### src/rtl/clip_sample_sequencer_pkg.sv
// ---------------------------------------------------------------------------
// clip_sample_sequencer_pkg
//
// Purpose:
//   Definitions shared by the clip sample sequencer, its sample-rate divider
//   and the record/play controller that drives it.
//
// Contents:
//   ADDR_W_DEFAULT   default clip-memory address width
//   seqState_t       sequencer FSM state encoding (IDLE, RUN, DONE)
//   CLIP0_BASE       base address of clip 0 (lower half of clip memory)
//   CLIP1_BASE       base address of clip 1 (upper half of clip memory)
//   divCounterWidth  width of a counter that must hold 0..sampleDiv-1
// ---------------------------------------------------------------------------
package clip_sample_sequencer_pkg;

    localparam int ADDR_W_DEFAULT = 17;

    typedef enum logic [1:0] {
        IDLE = 2'd0,
        RUN  = 2'd1,
        DONE = 2'd2
    } seqState_t;

    // The controller picks one of these as startAddress when a clip is
    // selected; the two clips split the memory in half.
    localparam logic [ADDR_W_DEFAULT-1:0] CLIP0_BASE = 17'h00000;
    localparam logic [ADDR_W_DEFAULT-1:0] CLIP1_BASE = 17'h10000;

    // A divide-by-1 would need a zero-width counter, so never go below 1 bit.
    function automatic int divCounterWidth(input int sampleDiv);
        return (sampleDiv > 1) ? $clog2(sampleDiv) : 1;
    endfunction

endpackage

### src/rtl/clip_sample_sequencer_if.sv
// ---------------------------------------------------------------------------
// clip_sample_sequencer_if
//
// Purpose:
//   Bundles the controller-facing signals of the clip sample sequencer.
//
// Signals:
//   enableTimer   controller -> sequencer  level, high = run the clip
//   startAddress  controller -> sequencer  base address of selected clip
//   sampleTick    sequencer -> datapath    one-cycle per-sample strobe
//   address       sequencer -> datapath    current clip-memory address
//   sampleCount   sequencer -> controller  samples completed in this run
//   secondMarker  sequencer -> controller  one-cycle end-of-clip pulse
//   busy          sequencer -> controller  high while a clip is running
//
// Modports:
//   master  controller side (drives enableTimer/startAddress)
//   slave   sequencer side
// ---------------------------------------------------------------------------
interface clip_sample_sequencer_if #(
    parameter int ADDR_W = clip_sample_sequencer_pkg::ADDR_W_DEFAULT
);

    logic              enableTimer;
    logic [ADDR_W-1:0] startAddress;
    logic              sampleTick;
    logic [ADDR_W-1:0] address;
    logic [ADDR_W:0]   sampleCount;
    logic              secondMarker;
    logic              busy;

    modport master (
        output enableTimer,
        output startAddress,
        input  sampleTick,
        input  address,
        input  sampleCount,
        input  secondMarker,
        input  busy
    );

    modport slave (
        input  enableTimer,
        input  startAddress,
        output sampleTick,
        output address,
        output sampleCount,
        output secondMarker,
        output busy
    );

endinterface

### src/rtl/clip_sample_sequencer_sample_rate_divider.sv
// ---------------------------------------------------------------------------
// clip_sample_sequencer_sample_rate_divider
//
// Purpose:
//   Divides the system clock down to the audio sample rate. The counter runs
//   0..SAMPLE_DIV-1 while 'run' is high and wraps; 'tick' marks the last
//   count of each period.
//
// Ports:
//   clock    system clock
//   reset_n  asynchronous active-low reset
//   clear    synchronous clear of the counter (held while not running)
//   run      advance the counter this cycle
//   tick     combinational: run && counter == SAMPLE_DIV-1
//
// Parameters:
//   SAMPLE_DIV  clock cycles per sample period (>= 2)
// ---------------------------------------------------------------------------
module clip_sample_sequencer_sample_rate_divider
    import clip_sample_sequencer_pkg::*;
#(
    parameter int SAMPLE_DIV = 3125
) (
    input  logic clock,
    input  logic reset_n,
    input  logic clear,
    input  logic run,
    output logic tick
);

    localparam int               DIV_W    = divCounterWidth(SAMPLE_DIV);
    localparam logic [DIV_W-1:0] DIV_LAST = DIV_W'(SAMPLE_DIV - 1);

    logic [DIV_W-1:0] divReg;

    // Gating with 'run' means a dropped enable suppresses the strobe in the
    // very cycle it would have fired.
    assign tick = run && (divReg == DIV_LAST);

    always_ff @(posedge clock or negedge reset_n) begin
        if (!reset_n) begin
            divReg <= '0;
        end else if (clear) begin
            divReg <= '0;
        end else if (run) begin
            if (tick) begin
                divReg <= '0;
            end else begin
                divReg <= divReg + DIV_W'(1);
            end
        end
    end

endmodule

### src/rtl/clip_sample_sequencer.sv
// ---------------------------------------------------------------------------
// clip_sample_sequencer
//
// Purpose:
//   Timing and address engine of the voice recorder datapath. While the
//   controller holds enableTimer high it issues one sampleTick per sample
//   period, walks the clip-memory address from startAddress, counts samples
//   and raises secondMarker for one cycle after the last sample of the clip.
//
// Ports:
//   clock    system clock, all state changes on its rising edge
//   reset_n  asynchronous active-low reset (clears everything, no marker)
//   bus      clip_sample_sequencer_if.slave
//              in : enableTimer, startAddress
//              out: sampleTick, address, sampleCount, secondMarker, busy
//
// Parameters:
//   SAMPLE_DIV        clock cycles per sample period (>= 2)
//   SAMPLES_PER_CLIP  samples per clip (1 .. 2**ADDR_W)
//   ADDR_W            clip-memory address width; must match the interface
//
// Operation:
//   IDLE -> RUN   on an edge with enableTimer=1; startAddress is latched.
//   RUN  -> IDLE  enableTimer=0 aborts; address/sampleCount hold.
//   RUN  -> DONE  the tick that completes the clip; secondMarker pulses.
//   DONE -> IDLE  once enableTimer drops; a held enable never restarts.
// ---------------------------------------------------------------------------
module clip_sample_sequencer
    import clip_sample_sequencer_pkg::*;
#(
    parameter int SAMPLE_DIV       = 3125,
    parameter int SAMPLES_PER_CLIP = 65536,
    parameter int ADDR_W           = ADDR_W_DEFAULT
) (
    input  logic                    clock,
    input  logic                    reset_n,
    clip_sample_sequencer_if.slave  bus
);

    // Clip length at the width of the sample counter; a full-memory clip
    // (2**ADDR_W samples) needs the extra count bit.
    localparam logic [ADDR_W:0] CLIP_LEN = (ADDR_W + 1)'(SAMPLES_PER_CLIP);

    seqState_t         stateReg;
    logic [ADDR_W-1:0] addressReg;
    logic [ADDR_W:0]   countReg;
    logic              markerReg;
    logic              busyReg;

    logic              divRun;
    logic              divClear;
    logic              tick;
    logic [ADDR_W:0]   countNext;

    // The divider only advances while running with the enable still high;
    // outside RUN it is held at zero so every run starts a full period.
    assign divRun    = (stateReg == RUN) && bus.enableTimer;
    assign divClear  = (stateReg != RUN);
    assign countNext = countReg + (ADDR_W + 1)'(1);

    clip_sample_sequencer_sample_rate_divider #(
        .SAMPLE_DIV (SAMPLE_DIV)
    ) u_divider (
        .clock   (clock),
        .reset_n (reset_n),
        .clear   (divClear),
        .run     (divRun),
        .tick    (tick)
    );

    always_ff @(posedge clock or negedge reset_n) begin
        if (!reset_n) begin
            stateReg   <= IDLE;
            addressReg <= '0;
            countReg   <= '0;
            markerReg  <= 1'b0;
            busyReg    <= 1'b0;
        end else begin
            // The marker is a single-cycle pulse; only the completing tick
            // below sets it.
            markerReg <= 1'b0;

            case (stateReg)
                IDLE: begin
                    if (bus.enableTimer) begin
                        addressReg <= bus.startAddress;
                        countReg   <= '0;
                        stateReg   <= RUN;
                        busyReg    <= 1'b1;
                    end
                end

                RUN: begin
                    // Abort takes priority over a tick in the same cycle;
                    // the divider already gates that tick off.
                    if (!bus.enableTimer) begin
                        stateReg <= IDLE;
                        busyReg  <= 1'b0;
                    end else if (tick) begin
                        // Address wraps silently at the top of memory.
                        addressReg <= addressReg + ADDR_W'(1);
                        countReg   <= countNext;
                        if (countNext == CLIP_LEN) begin
                            stateReg  <= DONE;
                            markerReg <= 1'b1;
                            busyReg   <= 1'b0;
                        end
                    end
                end

                DONE: begin
                    // Require a low level before a new run can start, so a
                    // controller that keeps enable high gets one clip only.
                    if (!bus.enableTimer) begin
                        stateReg <= IDLE;
                    end
                end

                default: begin
                    stateReg <= IDLE;
                    busyReg  <= 1'b0;
                end
            endcase
        end
    end

    assign bus.sampleTick   = tick;
    assign bus.address      = addressReg;
    assign bus.sampleCount  = countReg;
    assign bus.secondMarker = markerReg;
    assign bus.busy         = busyReg;

endmodule
### src/flat_wrapper.sv
// flat-port wrapper written by rule: the top's interface ports become plain ports
module clip_sample_sequencer_flat import clip_sample_sequencer_pkg::*;
#(
    parameter int SAMPLE_DIV       = 3125,
    parameter int SAMPLES_PER_CLIP = 65536,
    parameter int ADDR_W           = ADDR_W_DEFAULT
)
  (clock, reset_n, bus_enableTimer, bus_startAddress, bus_sampleTick, bus_address, bus_sampleCount, bus_secondMarker, bus_busy);
  clip_sample_sequencer_if #(.ADDR_W(ADDR_W)) bus_i ();
  input  logic clock;
  input  logic reset_n;
  input wire logic [$bits(bus_i.enableTimer)-1:0] bus_enableTimer;
  input wire logic [$bits(bus_i.startAddress)-1:0] bus_startAddress;
  output wire logic [$bits(bus_i.sampleTick)-1:0] bus_sampleTick;
  output wire logic [$bits(bus_i.address)-1:0] bus_address;
  output wire logic [$bits(bus_i.sampleCount)-1:0] bus_sampleCount;
  output wire logic [$bits(bus_i.secondMarker)-1:0] bus_secondMarker;
  output wire logic [$bits(bus_i.busy)-1:0] bus_busy;
  assign bus_i.enableTimer = bus_enableTimer;
  assign bus_i.startAddress = bus_startAddress;
  assign bus_sampleTick = bus_i.sampleTick;
  assign bus_address = bus_i.address;
  assign bus_sampleCount = bus_i.sampleCount;
  assign bus_secondMarker = bus_i.secondMarker;
  assign bus_busy = bus_i.busy;
  clip_sample_sequencer #(.SAMPLE_DIV(SAMPLE_DIV), .SAMPLES_PER_CLIP(SAMPLES_PER_CLIP), .ADDR_W(ADDR_W)) u_core (.clock(clock), .reset_n(reset_n), .bus(bus_i));
endmodule
### config.mk
export PLATFORM = sky130hd
export DESIGN_NAME = clip_sample_sequencer_flat
export DESIGN_NICKNAME = d
export VERILOG_FILES = /design/src/rtl/clip_sample_sequencer_pkg.sv /design/src/rtl/clip_sample_sequencer_if.sv /design/src/rtl/clip_sample_sequencer_sample_rate_divider.sv /design/src/rtl/clip_sample_sequencer.sv /design/src/flat_wrapper.sv
export SDC_FILE = /design/constraint.sdc
export NUM_CORES = 1
export LEC_CHECK = 0
export ABC_AREA = 1
export CAP_MARGIN = 20
export CORE_MARGIN = 2
export CORE_UTILIZATION = 40
export DETAILED_ROUTE_END_ITERATION = 8
export PLACE_DENSITY = 0.65
export SYNTH_ARGS = -nofsm -noshare
export SYNTH_HDL_FRONTEND = slang
export SYNTH_SLANG_ARGS = --single-unit
### constraint.sdc
create_clock -name clock -period 2.4 [get_ports clock]
set_input_delay 0.48 -clock clock [delete_from_list [all_inputs] [get_ports clock]]
set_output_delay 0.48 -clock clock [all_outputs]
set_load 0.02 [all_outputs]
==> impl_metrics.json <==
{
  "holdWs_ns": 0.223,
  "grtUsageMet1": 0.282,
  "synth_top_cell_by_area": "dfrtp_1",
  "crit_required_ns": 1.92,
  "grt_pass1_vias": 2966,
  "cp_top_family": "buffers and inverters",
  "finalSetupViolations": 0,
  "ys_top_cells_by_area": "dfrtp_1, nand2_1, inv_1",
  "nets": 533,
  "use_met2": 0.320,
  "status": "complete, no violations",
  "setup_ws_ns": 0.268,
  "final_util": 0.521,
  "start_kind": "flop",
  "place_ws_ns": -0.0902,
  "io_buffers": 57,
  "period_minus_slack_ns": 2.13,
  "yosysWarningCount": 0,
  "hold_class": "in -> async",
  "vdd.ir_drop.worst_uv": 435,
  "path_clk_slew_ns": 0.10,
  "start_util": 0.412,
  "crit_buf_inv": 3,
  "place_area_um2": 3930,
  "path_max_fanout": 4,
  "routed_via_density": 5.19,
  "fin_worst_skew_ns": 0.0111,
  "drv_cap": 0,
  "crit_path_cell_trace": "inv_1 -> ha_1 -> nand2_1 -> nor3_2 -> nand4_2 -> inv_1 -> clkbuf_2",
  "cts_sinks": 51,
  "setup.worst_path.end_class": "output port",
  "relSlewSlack": 0.514,
  "drt_iter0_drc": 163,
  "num_antenna_cells": 0,
  "ant_nets": 0,
  "die_width_um": 93.2,
  "fillCellCount": 749,
  "ys_ff_latch": 51,
  "drv_slew": 0,
  "grt_overflow": 0,
  "worst_pin_slew_ns": 0.729,
  "p_leak_nw": 1.73,
  "drc": 0,
  "drt-total-wl_um": 8260,
  "period_share": 0.888,
  "wl_per_cell_um": 13.5,
  "htreeDepth": 2,
  "r2r_cells": 14,
  "dr.pass1.iters": 5,
  "synth.top_cell.area_share": 0.401,
  "synthFlopType": "dfrtp_1",
  "drive_gt1_frac": 0.0943,
  "postCtsSetupBuffers": 0,
  "async_flop_share": 1.00,
  "coreArea_um2": 7730,
  "syn_inst": 444,
  "syn_nets": 468,
  "dieArea_um2": 8690,
  "numCtsBuffers": 5,
  "area_growth_pct": 26.5,
  "pin_count": 58,
  "antenna_found_initial": 0,
  "die_y_um": 93.2,
  "regToRegEndpoint": "u_core.bus.busy",
  "dp_hpwl_um": 6230,
  "timing.setup.tns_ns": 0,
  "fmax_mhz": 469,
  "ys_types": 36,
  "place_inst": 604,
  "r2r_slack_ns": 0.35,
  "clockRootBuffer": "clkbuf_8",
  "rsz0062_at_grt": "no",
  "gp_congestion": 0.915,
  "synth-edff-count": 0,
  "met3_usage": 0.0298,
  "max_stage_delay_ns": 0.41,
  "design_area_um2": 4030,
  "busiest_layer": "met2",
  "grt_usage": 0.200,
  "crit_top_cell": "inv_1",
  "total_power_mw": 3.42,
  "insertion_delay_ns": 0.31,
  "synthesis.area_um2": 3180,
  "reg2reg_from": "u_core.bus.sampleCount[0]",
  "arrival_ns": 1.65,
  "final_hold_viol_count": 0,
  "power_density_nw_per_um2": 849,
  "num_vias": 3173,
  "rows": 32,
  "cp_slowest_cell": "dfrtp_1",
  "syn_area_per_cell_um2": 7.17,
  "stdcell_count": 611,
  "crit_type": "reg -> out",
  "cts_tree": "yes",
  "ys_seq_area_frac": 0.401,
  "clock_path_buffers": 2,
  "grt_max_degree": 34,
  "grt_pass1_wl_um": 13900
}
## layout make-up
type	instances	area (µm²)	area share
Inverter	53	199	0.0494
Multi-Input combinational cell	330	1670	0.414
Timing Repair Buffer	68	656	0.163
Clock inverter	1	30.0	0.00745
Clock buffer	6	72.6	0.0180
Sequential cell	51	1280	0.317
Tap cell	102	128	0.0317
## metal layers
metal  wire (µm)  vias to the layer above
met1        3880                     1493
met5           0                        -
li1            -                     1594
met4         135                        0
met3         278                       15
met2        3970                       71
## sequential cells by signal (all words and copies together), names as in the netlist
register and count:
u_core.bus.busy 1, u_core.bus.address 17, u_core.bus.sampleCount 18, u_core.u_divider.divReg 12, u_core.bus.secondMarker 1, u_core.stateReg 2
## cells by family after synthesis
kind of cell | share of synthesized area
flip-flops | 0.401
XOR/XNOR | 0.0248
buffers and inverters | 0.0770
adder cells (fa/ha/maj) | 0.0157
AND/OR/NAND/NOR | 0.354
AO/OA/AOI/OAI | 0.127
## worst max path at each step
stage / startpoint / end / slack [ns] / cells past startpoint
final: u_core.u_divider.divReg[0] / bus_sampleTick / 0.27 / 7
after global routing: u_core.bus.sampleCount[0] / u_core.bus.busy / 0.04 / 14
after CTS: u_core.u_divider.divReg[0] / bus_sampleTick / 0.03 / 7
after detailed placement: bus_enableTimer / bus_sampleTick / -0.09 / 6
after global placement: bus_enableTimer / bus_sampleTick / -0.11 / 6
after floorplan: u_core.bus.sampleCount[0] / u_core.bus.busy / 0.53 / 14
## power breakdown
group          switching (mW)  internal (mW)
sequential              0.203           1.04
combinational           0.946          0.640
clock                   0.286          0.306
total                    1.43           1.99
## cells in the mapped netlist, drive strengths merged (5+ instances only)
cell type    n
a21oi       12
a31oi        5
buf          6
dfrtp       51
inv         53
nand2      126
nand3       33
nand4       13
nor2        54
nor3         8
o21ai       34
o22ai       12
xor2         8
## timing repair
action / in CTS / in global routing
resized for setup: 1 / 3
hold buffers: 0 / 0
endpoints found under the setup margin: 1 / 1
## cells in the final DEF (no fill, tap or decap), drive strengths merged
master	instances
o22ai	12
nand3b	2
nand2	126
nor3b	2
xor2	8
o32ai	1
nor3	8
xnor2	1
clkdlybuf4s50	55
nand4	13
o211ai	4
o31ai	3
nor2	54
nand3	33
nor4	3
a31oi	5
o21ai	34
clkbuf	7
ha	4
and2	1
a21oi	12
dfrtp	51
inv	53
bufinv	1
a22oi	1
buf	12
or2	3
(Power assumes the default switching activity.)
